## config.mk

```make
export PLATFORM = sky130hd
export DESIGN_NAME = pump_array_ctrl
export DESIGN_NICKNAME = d
export VERILOG_FILES = /design/src/rtl/filter_pkg.sv /design/src/rtl/pwm_gen.sv /design/src/rtl/pump_array_ctrl.sv
export SDC_FILE = /design/constraint.sdc
export NUM_CORES = 1
export LEC_CHECK = 0
export CAP_MARGIN = 20
export CORE_MARGIN = 8
export CORE_UTILIZATION = 30
export CTS_CLUSTER_SIZE = 12
export DETAILED_ROUTE_END_ITERATION = 8
export DONT_BUFFER_PORTS = 1
export PLACE_DENSITY_LB_ADDON = 0.2
export SYNTH_ARGS = -nofsm -noshare
export SYNTH_HDL_FRONTEND = slang
export SYNTH_SLANG_ARGS = --single-unit
```

## constraint.sdc

```tcl
create_clock -name clk_fpga -period 3.5 [get_ports clk_fpga]
set_clock_uncertainty 0.05 [all_clocks]
set_input_delay 0.525 -clock clk_fpga [delete_from_list [all_inputs] [get_ports clk_fpga]]
set_output_delay 0.525 -clock clk_fpga [all_outputs]
set_load 0.03 [all_outputs]
```

## src/rtl/filter_pkg.sv

```systemverilog
// Shared types and default settings for the pump array controller:
// FSM state encoding plus default duty, debounce and timeout values.
package filter_pkg;

    typedef enum logic [2:0] {
        ST_IDLE     = 3'd0,
        ST_FILTER   = 3'd1,
        ST_DRAIN    = 3'd2,
        ST_STOPPING = 3'd3,
        ST_FAULT    = 3'd4
    } state_t;

    localparam int DEF_DUTY_BASE    = 128;
    localparam int DEF_DUTY_STEP    = 32;
    localparam int DEF_DUTY_DRAIN   = 255;
    localparam int DEF_DEBOUNCE_CYC = 16;
    localparam int DEF_TIMEOUT_CYC  = 1000000;

endpackage

```

## src/rtl/pwm_gen.sv

```systemverilog
// Free-running PWM: counter wraps 2^PWM_W-1 -> 0, output high while counter < duty.
module pwm_gen #(
    parameter int PWM_W = 8
) (
    input  logic             clk,
    input  logic             reset,
    input  logic [PWM_W-1:0] duty,
    output logic             pwm
);

    logic [PWM_W-1:0] cnt;

    always_ff @(posedge clk) begin
        if (!reset) cnt <= '0;
        else        cnt <= cnt + PWM_W'(1);
    end

    // duty 0 never satisfies the compare, so the output stays low
    assign pwm = (cnt < duty);

endmodule

```

## src/rtl/pump_array_ctrl.sv

```systemverilog
// Water filter pump controller: 4-phase status handshake, debounced floats, FSM, two PWM pumps.
// Optional macro PUMP_SOFT_START_EN enables a slow upward ramp of the applied duties.
module pump_array_ctrl
    import filter_pkg::*;
#(
    parameter int DATA_W       = 4,
    parameter int PWM_W        = 8,
    parameter int DEBOUNCE_CYC = DEF_DEBOUNCE_CYC,
    parameter int TIMEOUT_CYC  = DEF_TIMEOUT_CYC,
    parameter int DUTY_BASE    = DEF_DUTY_BASE,
    parameter int DUTY_STEP    = DEF_DUTY_STEP,
    parameter int DUTY_DRAIN   = DEF_DUTY_DRAIN
) (
    input  logic              clk_fpga,
    input  logic              reset,
    input  logic [DATA_W-1:0] i_dados,
    input  logic              i_req,
    output logic              o_ack,
    input  logic              i_boia_cheia,
    input  logic              i_boia_vazia,
    output logic              o_pwm_bomba_a,
    output logic              o_pwm_bomba_b,
    output logic [2:0]        o_state,
    output logic              o_fault
);

    localparam int DEB_W    = $clog2(DEBOUNCE_CYC + 1);
    localparam int DWELL_W  = $clog2(TIMEOUT_CYC + 1);
    localparam int SUM_W    = PWM_W + 4;
    localparam int DUTY_MAX = 2**PWM_W - 1;
    localparam logic [DWELL_W-1:0] DWELL_MAX = DWELL_W'(TIMEOUT_CYC);

    state_t              state;
    logic [1:0]          req_sync;
    logic [1:0]          f_meta, f_sync, deb;
    logic [DEB_W-1:0]    deb_cnt [2];
    logic [DATA_W-1:0]   status;
    logic [DWELL_W-1:0]  dwell;
    logic [SUM_W-1:0]    ones, duty_sum;
    logic [PWM_W-1:0]    target_a, target_b, duty_a, duty_b;
    logic                hs_evt, fault_cond, deb_cheia, deb_vazia;

    // Synchronisers and debounce; bit 0 carries the full float, bit 1 the empty float
    always_ff @(posedge clk_fpga) begin
        if (!reset) begin
            req_sync <= '0;
            f_meta   <= '0;
            f_sync   <= '0;
            deb      <= '0;
            for (int i = 0; i < 2; i++) deb_cnt[i] <= '0;
        end else begin
            req_sync <= {req_sync[0], i_req};
            f_meta   <= {i_boia_vazia, i_boia_cheia};
            f_sync   <= f_meta;
            for (int i = 0; i < 2; i++) begin
                if (f_sync[i] == deb[i]) begin
                    deb_cnt[i] <= '0;
                end else if (deb_cnt[i] == DEB_W'(DEBOUNCE_CYC - 1)) begin
                    deb[i]     <= f_sync[i];
                    deb_cnt[i] <= '0;
                end else begin
                    deb_cnt[i] <= deb_cnt[i] + DEB_W'(1);
                end
            end
        end
    end

    assign deb_cheia  = deb[0];
    assign deb_vazia  = deb[1];
    assign fault_cond = deb_cheia & deb_vazia;
    // Handshake: a status word is taken exactly once, when synced req is high and ack still low;
    // ack then stays high until synced req drops, so a held req cannot re-trigger.
    assign hs_evt     = req_sync[1] & ~o_ack;

    always_ff @(posedge clk_fpga) begin
        if (!reset) begin
            state   <= ST_IDLE;
            dwell   <= '0;
            o_fault <= 1'b0;
            o_ack   <= 1'b0;
            status  <= '0;
        end else begin
            if (hs_evt) begin
                o_ack  <= 1'b1;
                status <= i_dados;
            end else if (!req_sync[1] && o_ack) begin
                o_ack <= 1'b0;
            end

            if (dwell != DWELL_MAX) dwell <= dwell + DWELL_W'(1);

            if (fault_cond) begin
                if (state != ST_FAULT) begin
                    state <= ST_FAULT; dwell <= '0; o_fault <= 1'b1;
                end
            end else if (hs_evt) begin
                case (state)
                    ST_IDLE:
                        if (i_dados != '0) begin state <= ST_FILTER; dwell <= '0; end
                    ST_FILTER, ST_DRAIN:
                        if (i_dados == '0) begin state <= ST_STOPPING; dwell <= '0; end
                    ST_STOPPING:
                        if (i_dados != '0) begin state <= ST_FILTER; dwell <= '0; end
                    ST_FAULT:
                        if (i_dados == '0) begin state <= ST_IDLE; dwell <= '0; o_fault <= 1'b0; end
                    default: begin state <= ST_IDLE; dwell <= '0; end
                endcase
            end else begin
                case (state)
                    ST_FILTER:
                        if (deb_cheia) begin
                            state <= ST_DRAIN; dwell <= '0;
                        end else if (dwell == DWELL_MAX) begin
                            state <= ST_FAULT; dwell <= '0; o_fault <= 1'b1;
                        end
                    ST_DRAIN:
                        if (deb_vazia) begin
                            state <= (status != '0) ? ST_FILTER : ST_IDLE; dwell <= '0;
                        end
                    ST_STOPPING:
                        if (deb_vazia) begin state <= ST_IDLE; dwell <= '0; end
                    default: ;
                endcase
            end
        end
    end

    assign o_state = state;

    // Filter duty grows with the number of anomaly bits, saturated to the PWM range
    always_comb begin
        ones = '0;
        for (int i = 0; i < DATA_W; i++) ones = ones + SUM_W'(status[i]);
        duty_sum = SUM_W'(DUTY_BASE) + ones * SUM_W'(DUTY_STEP);
        target_a = '0;
        if (state == ST_FILTER)
            target_a = (duty_sum > SUM_W'(DUTY_MAX)) ? '1 : duty_sum[PWM_W-1:0];
        target_b = (state == ST_DRAIN || state == ST_STOPPING) ? PWM_W'(DUTY_DRAIN) : '0;
    end

`ifdef PUMP_SOFT_START_EN
    logic [PWM_W-5:0] ramp_cnt;

    always_ff @(posedge clk_fpga) begin
        if (!reset) begin
            ramp_cnt <= '0;
            duty_a   <= '0;
            duty_b   <= '0;
        end else begin
            ramp_cnt <= ramp_cnt + (PWM_W-4)'(1);
            if (target_a < duty_a)                        duty_a <= target_a;
            else if (ramp_cnt == '1 && duty_a < target_a) duty_a <= duty_a + PWM_W'(1);
            if (target_b < duty_b)                        duty_b <= target_b;
            else if (ramp_cnt == '1 && duty_b < target_b) duty_b <= duty_b + PWM_W'(1);
        end
    end
`else
    always_ff @(posedge clk_fpga) begin
        if (!reset) begin
            duty_a <= '0;
            duty_b <= '0;
        end else begin
            duty_a <= target_a;
            duty_b <= target_b;
        end
    end
`endif

    pwm_gen #(.PWM_W(PWM_W)) u_pwm_a (
        .clk   (clk_fpga),
        .reset (reset),
        .duty  (duty_a),
        .pwm   (o_pwm_bomba_a)
    );

    pwm_gen #(.PWM_W(PWM_W)) u_pwm_b (
        .clk   (clk_fpga),
        .reset (reset),
        .duty  (duty_b),
        .pwm   (o_pwm_bomba_b)
    );

endmodule

```

==> flow_summary.yaml <==
floorplanning:
  die_w_um: 123
  io_pins: 16
  die_area_um2: 15000
  die_y_um: 123
  num_rows: 39
  start_util_pct: 30.3
  core_area_um2: 11300
clock_network:
  cts_buffers: 9
  clkLatencyLatePin_ns: 0.33
  holdBufCountCts: 0
  cts_max_level: 3
  postCtsSetupBuffers: 0
  clk_pin_slew_ns: 0.06
  clockBufferDepth: 2
  ctsResizeCount: 0
  cts_sinks: 68
  root_buffer: "clkbuf_16"
  cts_tree: "built"
route:
  via_per_inst: 4.45
  met1_length_um: 2820
  drtAntennaViolNets: 0
  wl_per_cell_um: 11.5
  wl_met3_um: 230
  top_layer: "met4"
  first_pass_iters: 5
  vias: 2294
  drt_iter0_markers: 76
  route.detailed.drc: 0
  dr_wl_met2_um: 2850
  wirelength_um: 5960
critical_path:
  ff2ff_path_depth: 7
  critPathBufInv: 1
  max_stage_delay_ns: 0.54
  worstPathArrival_ns: 2.07
  worstPathCellList: "inv_1 -> ha_1 -> a2111oi_0 -> nand2_1 -> o21ai_0 -> a31o_2"
  cpMaxStageDelayCell: "a2111oi_0"
  cp_max_fo: 8
  worst-path-stages: 6
  required_ns: 2.92
  start_kind: "register"
  crit_family: "compound AO/OA/AOI/OAI gates"
  crit_type: "reg -> out"
  end_kind: "output pin"
placement:
  dp.final_hpwl_um: 4260
  dp.cells: 500
  place_congestion: 0.757
  io_buffers: 0
  placed_cell_area_um2: 3570
grt:
  grt_pass1_vias: 2299
  grt_max_degree: 40
  gr-total-overflow: 0
  antenna_found_initial: 0
  grt_pass1_wl_um: 10700
  grt_use_total_pct: 8.96
yosys:
  synth.avg_cell_area_um2: 9.53
  yosysTopAreaCell: "dfxtp_1"
  synth-edff-count: 10
  synthTopCellsByArea: "dfxtp_1, ha_1, edfxtp_1"
  synth_ff_type: "dfxtp_1"
  ys_types: 50
  ys_seq_elements: 68
  ys_seq_area_share_pct: 42.8
  synth-simple-area-share_pct: 22.6
  synth_top_area_share_pct: 34.0
  netlist_area_um2: 3410
  synthAdderAreaFrac_pct: 10.1
  synth_async_sr_flop_share_pct: 0
  synth_xor_area_share_pct: 9.49
  synth.area.mux_share_pct: 2.93
  yosysWarnings: 0
  synthCells: 358
  synth_top_family_by_area: "simple AND/OR/NAND/NOR gates"
  synth_compound_area_share_pct: 7.33
  ys_top_cells_by_count: "dfxtp_1, nor2_1, inv_1, ha_1, and2_1"
  yosysMostFrequentCell: "dfxtp_1"
timing:
  tightest_slew_ns: 0.735
  fin_crit_sh_pct: 75.6
  finalHoldViolCount: 0
  max-slew-margin-rel_pct: 50.9
  rsz0062_at_grt: "false"
  post-route-min-period_ns: 2.65
  tns_ns: 0
  setup_viol: 0
  slew_viol_final: 0
  max_freq_mhz: 378
finish:
  n_fill_cell: 1163
  finalNetCount: 404
  syn2layout_area_growth_pct: 14.1
  final_area_um2: 3890
  antennaDiodeCount: 0
  fin_cells: 516
  drive_gt1_share_pct: 6.70
worst_hold_path:
  min-delay-path-class: "in -> reg"
  hold_depth: 1
status:
  outcome: "finished clean"
pwr:
  p_leak_nw: 1.51
  power_density_nw_per_um2: 476
  finalPower_mw: 1.85
  peakVddDrop_v: 0.000231
flow_run:
  drv_cap: 0
[routing by layer]
| layer | track usage, % | vias to the layer above |
|---|---|---|
| li1 | - | 1218 |
| met1 | 10.2 | 1047 |
| met2 | 15.1 | 24 |
| met3 | 3.59 | 5 |
| met4 | 2.74 | 0 |
| met5 | 0 | - |
[worst register-to-register path, cell delays in order, from the launching register on]
cell       delay (ns)
dfxtp_1          0.56
inv_1            0.09
ha_1             0.40
nand4bb_1        0.23
a2bb2oi_1        0.27
o211ai_2         0.19
o21ai_4          0.48
nor2_1           0.12
[per-stage QoR]
stage,util (%),hold slack [ns],worst slack (ns)
4_1_cts,34.6,0.264,0.822
6_report,34.6,0.274,0.853
3_5_place_dp,31.7,0.372,0.967
3_3_place_gp,31.7,0.368,1.08
5_1_grt,34.6,0.263,0.617
2_1_floorplan,-,0.362,1.36
[cells in the final DEF, fill, tap and decap left out, types with 2 or more instances in the layout]
master     instances
nand4_1            8
conb_1            10
o21a_1             2
xor2_1            21
dfxtp_1           58
and2_1            24
a31o_2             2
nand3b_1           4
nand2b_1           4
nor2_1            37
nor2b_1           11
nor3_1             2
clkinv_4           2
a21oi_1            7
nand3_1           20
clkinv_2           2
and3_1             6
a21boi_0           2
clkbuf_16         10
nand2_1           13
edfxtp_1          10
xnor2_1           16
o21ai_0           13
a2111oi_0          2
ha_1              26
mux2i_1           10
nor4b_1            2
inv_1             28
[area by class of cell]
class | count | area (µm²) | share of cell area [%]
clock inverters | 5 | 57.6 | 1.48
flip-flops and latches | 68 | 1460 | 37.5
inverters | 28 | 105 | 2.70
multi-input cells | 261 | 1830 | 46.9
well taps | 143 | 179 | 4.59
clock buffers | 11 | 264 | 6.78
[logic make-up after synthesis]
| kind of cell | Yosys count |
|---|---|
| AO/OA/AOI/OAI | 37 |
| multiplexers | 10 |
| XOR/XNOR | 37 |
| adder cells (fa/ha/maj) | 27 |
| buffers and inverters | 38 |
| flip-flops | 68 |
| other | 1 |
| AND/OR/NAND/NOR | 140 |
[registers in the layout (all words and copies together) (netlist names)]
register     cells
deb              2
deb_cnt         10
duty_a           4
duty_b           1
dwell           20
f_meta           2
f_sync           2
o_ack            1
o_fault          1
o_state          3
req_sync         2
status           4
u_pwm_a.cnt      8
u_pwm_b.cnt      8
[report_power, final]
| part | total, mW | switching (mW) | internal [mW] |
|---|---|---|---|
| Clock | 0.939 | 0.325 | 0.613 |
| Sequential | 0.829 | 0.0169 | 0.812 |
| Combinational | 0.0870 | 0.0483 | 0.0387 |
| Total | 1.85 | 0.391 | 1.46 |
[worst paths after layout]
check                           end  slack [ns]              startpoint
min reg2reg  req_sync[1]$_SDFF_PN0_        0.38  req_sync[0]$_SDFF_PN0_
max                   o_pwm_bomba_b        0.85    duty_b[6]$_SDFF_PN0_
max reg2reg     dwell[6]$_SDFF_PN0_        0.98      o_ack$_SDFFE_PN0P_
min          req_sync[0]$_SDFF_PN0_        0.27                   i_req
Note: power is estimated with default switching activity, not from simulation.
